### src/rtl/mem_port_arbiter.sv
// Arbitrates one single-port, variable-latency memory between instruction fetch and
// the MEM-stage data access. Data wins ties, and a watchdog aborts hung accesses.
module mem_port_arbiter #(
  parameter int                  WORD_LEN = 32,
  parameter int                  TIMEOUT  = 64,
  parameter logic [WORD_LEN-1:0] ERR_WORD = WORD_LEN'(32'hDEADBEEF)
) (
  input  logic                clk,
  input  logic                rst,
  input  logic                if_req,
  input  logic [WORD_LEN-1:0] if_addr,
  output logic [WORD_LEN-1:0] if_rdata,
  output logic                if_valid,
  input  logic                d_rd,
  input  logic                d_wr,
  input  logic [WORD_LEN-1:0] d_addr,
  input  logic [WORD_LEN-1:0] d_wdata,
  output logic [WORD_LEN-1:0] d_rdata,
  output logic                d_valid,
  output logic                stall,
  output logic                mem_req,
  output logic                mem_we,
  output logic [WORD_LEN-1:0] mem_addr,
  output logic [WORD_LEN-1:0] mem_wdata,
  input  logic                mem_ack,
  input  logic [WORD_LEN-1:0] mem_rdata,
  output logic                err
);

  localparam int CNT_W = $clog2(TIMEOUT) + 1;

  typedef enum logic [1:0] {IDLE, BUSY, RESP} state_t;
  typedef enum logic {FETCH, DATA} owner_t;

  state_t           state;
  owner_t           owner;
  logic [CNT_W-1:0] wdog;

  // A requester holds its request until its valid pulse, so stall falls in that cycle.
  assign stall = (if_req & ~if_valid) | ((d_rd | d_wr) & ~d_valid);

  always_ff @(posedge clk or posedge rst) begin
    if (rst) begin
      state     <= IDLE;
      owner     <= FETCH;
      wdog      <= '0;
      mem_req   <= 1'b0;
      mem_we    <= 1'b0;
      mem_addr  <= '0;
      mem_wdata <= '0;
      if_rdata  <= '0;
      if_valid  <= 1'b0;
      d_rdata   <= '0;
      d_valid   <= 1'b0;
      err       <= 1'b0;
    end else begin
      if_valid <= 1'b0;
      d_valid  <= 1'b0;
      case (state)
        IDLE: begin
          wdog <= '0;
          // Data belongs to the older instruction, so it is served first.
          if (d_rd || d_wr) begin
            owner     <= DATA;
            mem_addr  <= d_addr;
            mem_we    <= d_wr;
            mem_wdata <= d_wdata;
            mem_req   <= 1'b1;
            state     <= BUSY;
          end else if (if_req) begin
            owner    <= FETCH;
            mem_addr <= if_addr;
            mem_we   <= 1'b0;
            mem_req  <= 1'b1;
            state    <= BUSY;
          end
        end
        BUSY: begin
          if (mem_ack) begin
            mem_req <= 1'b0;
            state   <= RESP;
            if (owner == FETCH) begin
              if_rdata <= mem_rdata;
              if_valid <= 1'b1;
            end else begin
              if (!mem_we) d_rdata <= mem_rdata;
              d_valid <= 1'b1;
            end
          end else if (wdog == CNT_W'(TIMEOUT - 1)) begin
            // Memory never answered: complete the access with a poison word.
            mem_req <= 1'b0;
            err     <= 1'b1;
            state   <= RESP;
            if (owner == FETCH) begin
              if_rdata <= ERR_WORD;
              if_valid <= 1'b1;
            end else begin
              d_rdata <= ERR_WORD;
              d_valid <= 1'b1;
            end
          end else begin
            wdog <= wdog + CNT_W'(1);
          end
        end
        RESP: begin
          // The requester still holds the completed request here, so nothing is sampled.
          wdog  <= '0;
          state <= IDLE;
        end
        default: begin
          mem_req <= 1'b0;
          state   <= IDLE;
        end
      endcase
    end
  end

endmodule

### config.mk
export PLATFORM = sky130hd
export DESIGN_NAME = mem_port_arbiter
export DESIGN_NICKNAME = d
export VERILOG_FILES = /design/src/rtl/mem_port_arbiter.sv
export SDC_FILE = /design/constraint.sdc
export NUM_CORES = 1
export LEC_CHECK = 0
export CORE_UTILIZATION = 33
export CTS_CLUSTER_DIAMETER = 40
export DETAILED_ROUTE_END_ITERATION = 16
export GPL_ROUTABILITY_DRIVEN = 1
export GPL_TIMING_DRIVEN = 0
export PLACE_DENSITY = 0.65
export SLEW_MARGIN = 20
export SYNTH_ARGS = -nofsm -noshare
export SYNTH_HDL_FRONTEND = slang
export SYNTH_SLANG_ARGS = --single-unit
### constraint.sdc
create_clock -name clk -period 11.9 [get_ports clk]
set_input_delay 1.19 -clock clk [delete_from_list [all_inputs] [get_ports clk]]
set_output_delay 1.19 -clock clk [all_outputs]
set_load 0.01 [all_outputs]
# Word level (Yosys, flattened, before mapping)
# Cells that the tools add are included.
# op_classes
add_sub_neg,1
n_eq_ne,8
muxes,35
n_bitwise,9
n_reduce_logical,14
# ops
cell,n
2-to-1 mux 32 bit,11
2-to-1 mux 1 bit,15
2-to-1 mux 7 bit,2
one-hot mux 7 bit (2 select lines),1
AND reduction 3 bit,4
2-to-1 mux 2 bit,4
"adder 7 x 1 -> 7 bit, second input constant",1
"equality test 7 x 6 -> 1 bit, second input constant",1
"inequality test 2 bit, second input constant",3
"inequality test 3 bit, second input constant",2
AND reduction 2 bit,3
nonzero test 2 bit,3
NOT 1 bit,5
one-hot mux 2 bit (2 select lines),1
AND reduction 4 bit,1
one-hot mux 1 bit (3 select lines),1
bitwise AND 1 bit,2
"equality test 2 x 1 -> 1 bit, second input constant",1
"equality test 2 bit, second input constant",1
logical NOT 2 bit,1
bitwise OR 1 bit,2
OR reduction 2 bit,1
logical OR 1 bit,1
# word_totals
reg_bits,143
input_bits,134
out_inout_bits,134
word_cells,79

# Logic depth before layout (Yosys ltp)
# Gate-level depths: netlist (run 1).
# logic_depth
ltp_word,4
ltp_mapped,8
depth_no_buf,6

# Worst setup path after synthesis (run 1)
# OpenSTA, ideal clock, no wires.
# synth_path
kind,input-to-output
startpoint,input port d_wr
endpoint,output port stall
arrival_time_ns,1.840
required_ns,10.710
slack_ns,8.870
stages,3
n_path_buf,1
cell_sequence,nor2_2 -> buf_2 -> o22ai_1
# synth_via
elab_chain_cells,3
# synth_rtl
element,line,rtl
from (decl),15,"input logic d_wr,"
bitwise OR 1 bit,40,assign stall = (if_req & ~if_valid) | ((d_rd | d_wr) & ~d_valid);
bitwise AND 1 bit,40,
bitwise OR 1 bit,40,
to (decl),20,"output logic stall,"
# No other way between the ends.

# Worst setup path after layout (run 1)
# Same ends and word-level chain as after synthesis.

==> flow_metrics.env, run 1 <==
export IMPL_crit_chain="clkdlybuf4s50_1 -> nor2_2 -> buf_2 -> o22ai_1 -> clkdlybuf4s50_1"
export IMPL_setup_viol=0
export IMPL_fin_crit_ps=4260
export IMPL_fmax_ghz=0.235
export IMPL_whs_ps=475
export IMPL_hpwl_um=13300
export IMPL_cts_resized=0
export IMPL_routabilityCongestion=0.793
export IMPL_required_ps=10710
export IMPL_drive_gt1_frac=0.151
export IMPL_power_uw=2520
export IMPL_p_leak_uw=0.00394
export IMPL_nNetsFinal=884
export IMPL_cpMostUsedCell="clkdlybuf4s50_1"
export IMPL_switching_share=0.334
export IMPL_internal_power_uw=1680
export IMPL_cts_tree="yes"
export IMPL_ant_nets=0
export IMPL_pwr_share_clk=0.188
export IMPL_finalClockSkew_ps=6.71
export IMPL_r2r_start="wdog[0]"
export IMPL_post_cts_buffers=0
export IMPL_holdBufCountCts=0
export IMPL_critical_path_slowest_cell="clkdlybuf4s50_1"
export IMPL_numCtsBuffers=17
export IMPL_cts_root_buf="clkbuf_16"
export IMPL_die_h_um=137
export IMPL_synth_edf_count=0
export IMPL_status="completed"
export IMPL_drc_errors=0
export IMPL_tightest_slew_ps=680
export IMPL_wl_per_cell_um=17.6
export IMPL_numPortBuffers=267
export IMPL_synth_top_cell_area_share=0.592
export IMPL_finalCritPeriodShare=0.358
export IMPL_pwr_share_seq=0.344
export IMPL_synth_nets=597
export IMPL_critPathCaptureType="primary output"
export IMPL_die_x_um=137
export IMPL_yosys_warnings=0
export IMPL_holdCritStartpoint="mem_addr[15]"
export IMPL_async_flop_share=1.00
export IMPL_vias=4851
export IMPL_syn_inst=462
export IMPL_syn_cell_area_mm2=0.00605
export IMPL_grt_overflow=0
export IMPL_detail_route_iter0_violations=238
export IMPL_clockBufferDepth=2
export IMPL_grt_total_usage=0.185
export IMPL_slew_headroom=0.547
export IMPL_min_delay_path_class="register to register"
export IMPL_path_max_fanout=10
export IMPL_synth_cell_type_count=47
export IMPL_drv_cap=0
export IMPL_critPathKind="input pin to primary output"
export IMPL_syn2layout_area_growth_pct=58.3
export IMPL_core_area_mm2=0.0180
export IMPL_rows=49
export IMPL_cts_max_level=4
export IMPL_tns_ps=0
export IMPL_antennaDiodeCount=0
export IMPL_grt_max_degree=77
export IMPL_cts_sinks=143
export IMPL_die_area_mm2=0.0189
export IMPL_firstDrtPassIters=4
export IMPL_power_frac_comb=0.468
export IMPL_clkSlewWorstSetupHoldPaths_ps=60
export IMPL_insertion_delay_ps=410
export IMPL_synth_area_top_cells="dfrtp_1 (59%), mux2_2 (6.1%), mux2i_1 (5.3%), a2bb2oi_2 (4.7%), a22o_1 (3.5%)"
export IMPL_slowest_delay_ps=520
export IMPL_synth_ff_type="dfrtp_1"
export IMPL_syn_area_per_cell_um2=13.1
export IMPL_antenna_found_initial=0
export IMPL_synth_seq_cells=143
export IMPL_crit_start="d_wr"
export IMPL_fillCellCount=1570
export IMPL_p_switching_uw=844
export IMPL_start_util=0.337
export IMPL_seq_area_frac_synth=0.592
export IMPL_power_per_cell_area_mw_per_mm2=264
export IMPL_viasPerCell=4.90
export IMPL_grt_pass1_wl_um=26500
export IMPL_yosys_area_top_type="dfrtp_1"
export IMPL_startpoint_type="input pin"
export IMPL_worstPathArrival_ps=3070
export IMPL_wirelength_um=17400
export IMPL_rsz0062_at_grt="false"
export IMPL_finalHoldViolCount=0
export IMPL_maxSlewViolCount=0
export IMPL_ir_worst_vdd_mv=0.136
export IMPL_grt_pass1_vias=4995
export IMPL_io_pins=268
## logic make-up after synthesis
logic type / Yosys count / synth area share
AOI/OAI and AO/OA: 144 / 0.193
buffers and inverters: 38 / 0.0397
xor gates and xnor gates: 2 / 0.00290
and+or+nand+nor: 69 / 0.0557
adders and majority gates: 1 / 0.00207
muxes: 65 / 0.114
DFF: 143 / 0.592
## power groups by stage
stage	logic [uW]	clock network [uW]	registers, uW
after floorplan	469	0	959
after global placement	1170	0	863
after detailed placement	1200	0	874
after CTS	1200	488	870
after global routing	1270	509	899
final	1180	474	868
## metrics by stage
stage | setup WS, ps | cell area (um^2) | cells | utilization
finish | 7640 | 9570 | 990 | 0.533
global route | 7510 | 9570 | 990 | 0.533
CTS | 7590 | 9570 | 990 | 0.533
detailed placement | 7610 | 9040 | 959 | 0.503
global placement | 5040 | 9010 | 958 | 0.501
floorplan | 6870 | 6050 | 462 | -
## layout make-up
type	count	area (um^2)	area share
flip-flops and latches	143	3580	0.374
multi-input cells	281	2230	0.233
clock buffers	18	439	0.0459
well taps	229	287	0.0299
inverters	7	46.3	0.00484
clock inverters	13	91.3	0.00954
repair buffers	268	2700	0.282
plain buffers	31	201	0.0210
## critical path: cells and delay by family
| kind | cells | cell delay [ps] |
|---|---|---|
| AOI/OAI and AO/OA | 1 | 120 |
| and+or+nand+nor | 1 | 350 |
| buffers and inverters | 3 | 1400 |
## worst paths after layout
path | end | slack, ps | cells past startpoint
setup reg to reg | d_rdata[0] | 10130 | 8
hold reg to reg | mem_addr[15] | 480 | 2
hold / removal | mem_addr[15] | 480 | 2
max in group asynchronous | d_rdata[27] | 9960 | 3
min in group asynchronous | mem_wdata[16] | 1210 | 2
setup / recovery | stall | 7640 | 5
## sequential cells by signal, summed over array words and instances (netlist names)
signal / count
d_valid: 1
d_rdata: 32
err: 1
mem_req: 1
mem_addr: 32
owner: 1
state: 2
if_valid: 1
wdog: 7
mem_we: 1
mem_wdata: 32
if_rdata: 32
## per-layer routing
layer / global-route usage / up-vias / wire [um]
li1: - / 2279 / -
met1: 0.227 / 2416 / 7200
met2: 0.311 / 144 / 8850
met3: 0.0581 / 12 / 1210
met4: 0.0568 / 0 / 162
met5: 0 / - / 0
## synthesized netlist by cell type (all sizes together), types with 4 or more instances
| master | instances |
|---|---|
| clkbuf | 9 |
| o22a | 24 |
| mux2i | 32 |
| nand2b | 4 |
| inv | 6 |
| mux2 | 33 |
| a2bb2oi | 24 |
| nand2 | 44 |
| o22ai | 24 |
| nor2 | 6 |
| and2 | 4 |
| o21ai | 38 |
| dfrtp | 143 |
| a22o | 24 |
| buf | 22 |
## cell usage in the layout (no fill, tap or decap), types with 5 or more instances in the layout
cell,count
clkdlybuf4s50_1,267
dfrtp_1,143
nand2_1,43
o21ai_0,34
mux2_2,33
mux2i_1,32
o22a_1,24
a22o_1,24
o22ai_1,24
a2bb2oi_2,19
clkbuf_16,17
buf_2,12
clkbuf_1,9
clkinvlp_4,6
a2bb2oi_1,5
Note: power is estimated with default switching activity, not from simulation.
==> run 2: changes to the inputs <==
Clock period 11.9 ns to 4.1 ns, I/O delays scaled along.
==> run 2 against run 1 <==
Die area unchanged. Setup slack got worse by 6200 ps. Sequential share of layout area decreased by 0.62 points. Largest cell class unchanged. Critical path depth unchanged.
==> flow_metrics.env, run 2 (synthesis results as in run 1) <==
export IMPL_status="completed"
export IMPL_ant_nets=0
export IMPL_critPathKind="input pin to primary output"
export IMPL_p_leak_uw=0.00401
export IMPL_slew_headroom=0.550
export IMPL_final_common_cell="clkdlybuf4s50_1"
export IMPL_cp_depth=5
export IMPL_finalCritPeriodShare=0.655
export IMPL_grt_pass1_vias=5204
export IMPL_clockBufferDepth=2
export IMPL_cts_tree="yes"
export IMPL_insertion_delay_ps=420
export IMPL_final_cell_mix="clkdlybuf4s50_1 (267), dfrtp_1 (143), nand2_1 (43)"
export IMPL_core_area_mm2=0.0180
export IMPL_fillCellCount=1520
export IMPL_finalClockSkew_ps=8.91
export IMPL_fin_crit_ps=2680
export IMPL_place_ws_ps=1360
export IMPL_vias=4912
export IMPL_r2r_cells=8
export IMPL_path_max_fanout=10
export IMPL_drive_gt1_frac=0.156
export IMPL_grt_overflow=0
export IMPL_nNetsFinal=888
export IMPL_setup_viol=0
export IMPL_antennaDiodeCount=0
export IMPL_cts_sinks=143
export IMPL_cts_max_level=4
export IMPL_clkSlewWorstSetupHoldPaths_ps=60
export IMPL_fmax_ghz=0.372
export IMPL_worstPathArrival_ps=2270
export IMPL_critPathCaptureType="primary output"
export IMPL_cts_resized=0
export IMPL_crit_start="d_wr"
export IMPL_die_x_um=137
export IMPL_worstSetupEndpoint="stall"
export IMPL_tightest_slew_ps=675
export IMPL_critical_path_slowest_cell="clkdlybuf4s50_1"
export IMPL_seqCellArea_mm2=0.00358
export IMPL_slowest_delay_ps=540
export IMPL_wirelength_um=17800
export IMPL_grt_total_usage=0.193
export IMPL_syn2layout_area_growth_pct=61.0
export IMPL_io_pins=268
export IMPL_holdBufCountCts=0
export IMPL_crit_chain="clkdlybuf4s50_1 -> nor2_2 -> buf_2 -> o22ai_1 -> clkdlybuf4s50_1"
export IMPL_reg2reg_slack_ps=2320
export IMPL_startpoint_type="input pin"
export IMPL_path_buf_inv=3
export IMPL_die_area_mm2=0.0189
export IMPL_r2r_start="wdog[0]"
export IMPL_cts_root_buf="clkbuf_16"
export IMPL_detail_route_iter0_violations=197
export IMPL_ir_worst_vdd_mv=0.407
export IMPL_numCtsBuffers=17
export IMPL_grt_max_degree=35
export IMPL_post_cts_buffers=0
export IMPL_multiInputGateArea_mm2=0.00223
export IMPL_drc_errors=0
export IMPL_r2r_end="d_rdata[10]"
export IMPL_viasPerCell=4.94
export IMPL_finalHoldViolCount=0
export IMPL_antenna_found_initial=0
export IMPL_critPathTopFamily="buffers and inverters"
export IMPL_start_util=0.337
export IMPL_min_delay_path_class="input pin to asynchronous set/reset pin"
export IMPL_cpMostUsedCell="clkdlybuf4s50_1"
export IMPL_firstDrtPassIters=5
export IMPL_routabilityCongestion=0.758
export IMPL_die_h_um=137
export IMPL_drv_cap=0
export IMPL_required_ps=3690
export IMPL_wl_per_cell_um=17.9
export IMPL_tns_ps=0
export IMPL_hpwl_um=13800
export IMPL_power_per_cell_area_mw_per_mm2=777
export IMPL_rsz0062_at_grt="false"
export IMPL_maxSlewViolCount=0
export IMPL_rows=49
export IMPL_grt_pass1_wl_um=27600
export IMPL_numPortBuffers=267
export IMPL_setup_ws_ps=1420
==> run 2: final cells by class <==
cell class                 instances  area share
sequential                       143       0.368
timing repair buffer             272       0.286
multi-input combinational        281       0.229
clock buffer                      17      0.0437
tap                              229      0.0294
buffer                            31      0.0207
clock inverter                    14      0.0197
inverter                           7     0.00437
==> run 2: metrics by stage <==
stage	instances	utilization	hold WS (ps)	area, um^2	total power [uW]
global placement	958	0.502	464	9010	5900
CTS	994	0.542	212	9730	7660
global route	994	0.542	234	9730	8020
detailed placement	963	0.508	469	9120	5990
finish	994	0.542	233	9730	7570
floorplan	462	-	485	6050	4150
==> run 2: worst min-delay path by stage <==
stage	startpoint	endpoint	slack, ps	cells past startpoint
2_1_floorplan	owner	owner	480	2
3_3_place_gp	mem_addr[21]	mem_addr[21]	460	2
3_5_place_dp	err	err	470	2
4_1_cts	rst	mem_addr[30]	210	2
5_1_grt	rst	mem_addr[30]	230	2
6_report	rst	mem_addr[30]	230	2
==> run 2: per-layer routing <==
metal	global-route usage	wire length, um
met1	0.240	7530
met2	0.310	8630
met3	0.0578	1100
met4	0.0824	493
met5	0	0
==> run 2: where the power goes <==
group	switching [uW]	leakage (uW)	internal (uW)	total [uW]
clock network	603	0.000292	1010	1620
logic	1420	0.00201	2020	3440
registers	430	0.00171	2080	2510
total	2450	0.00401	5110	7570
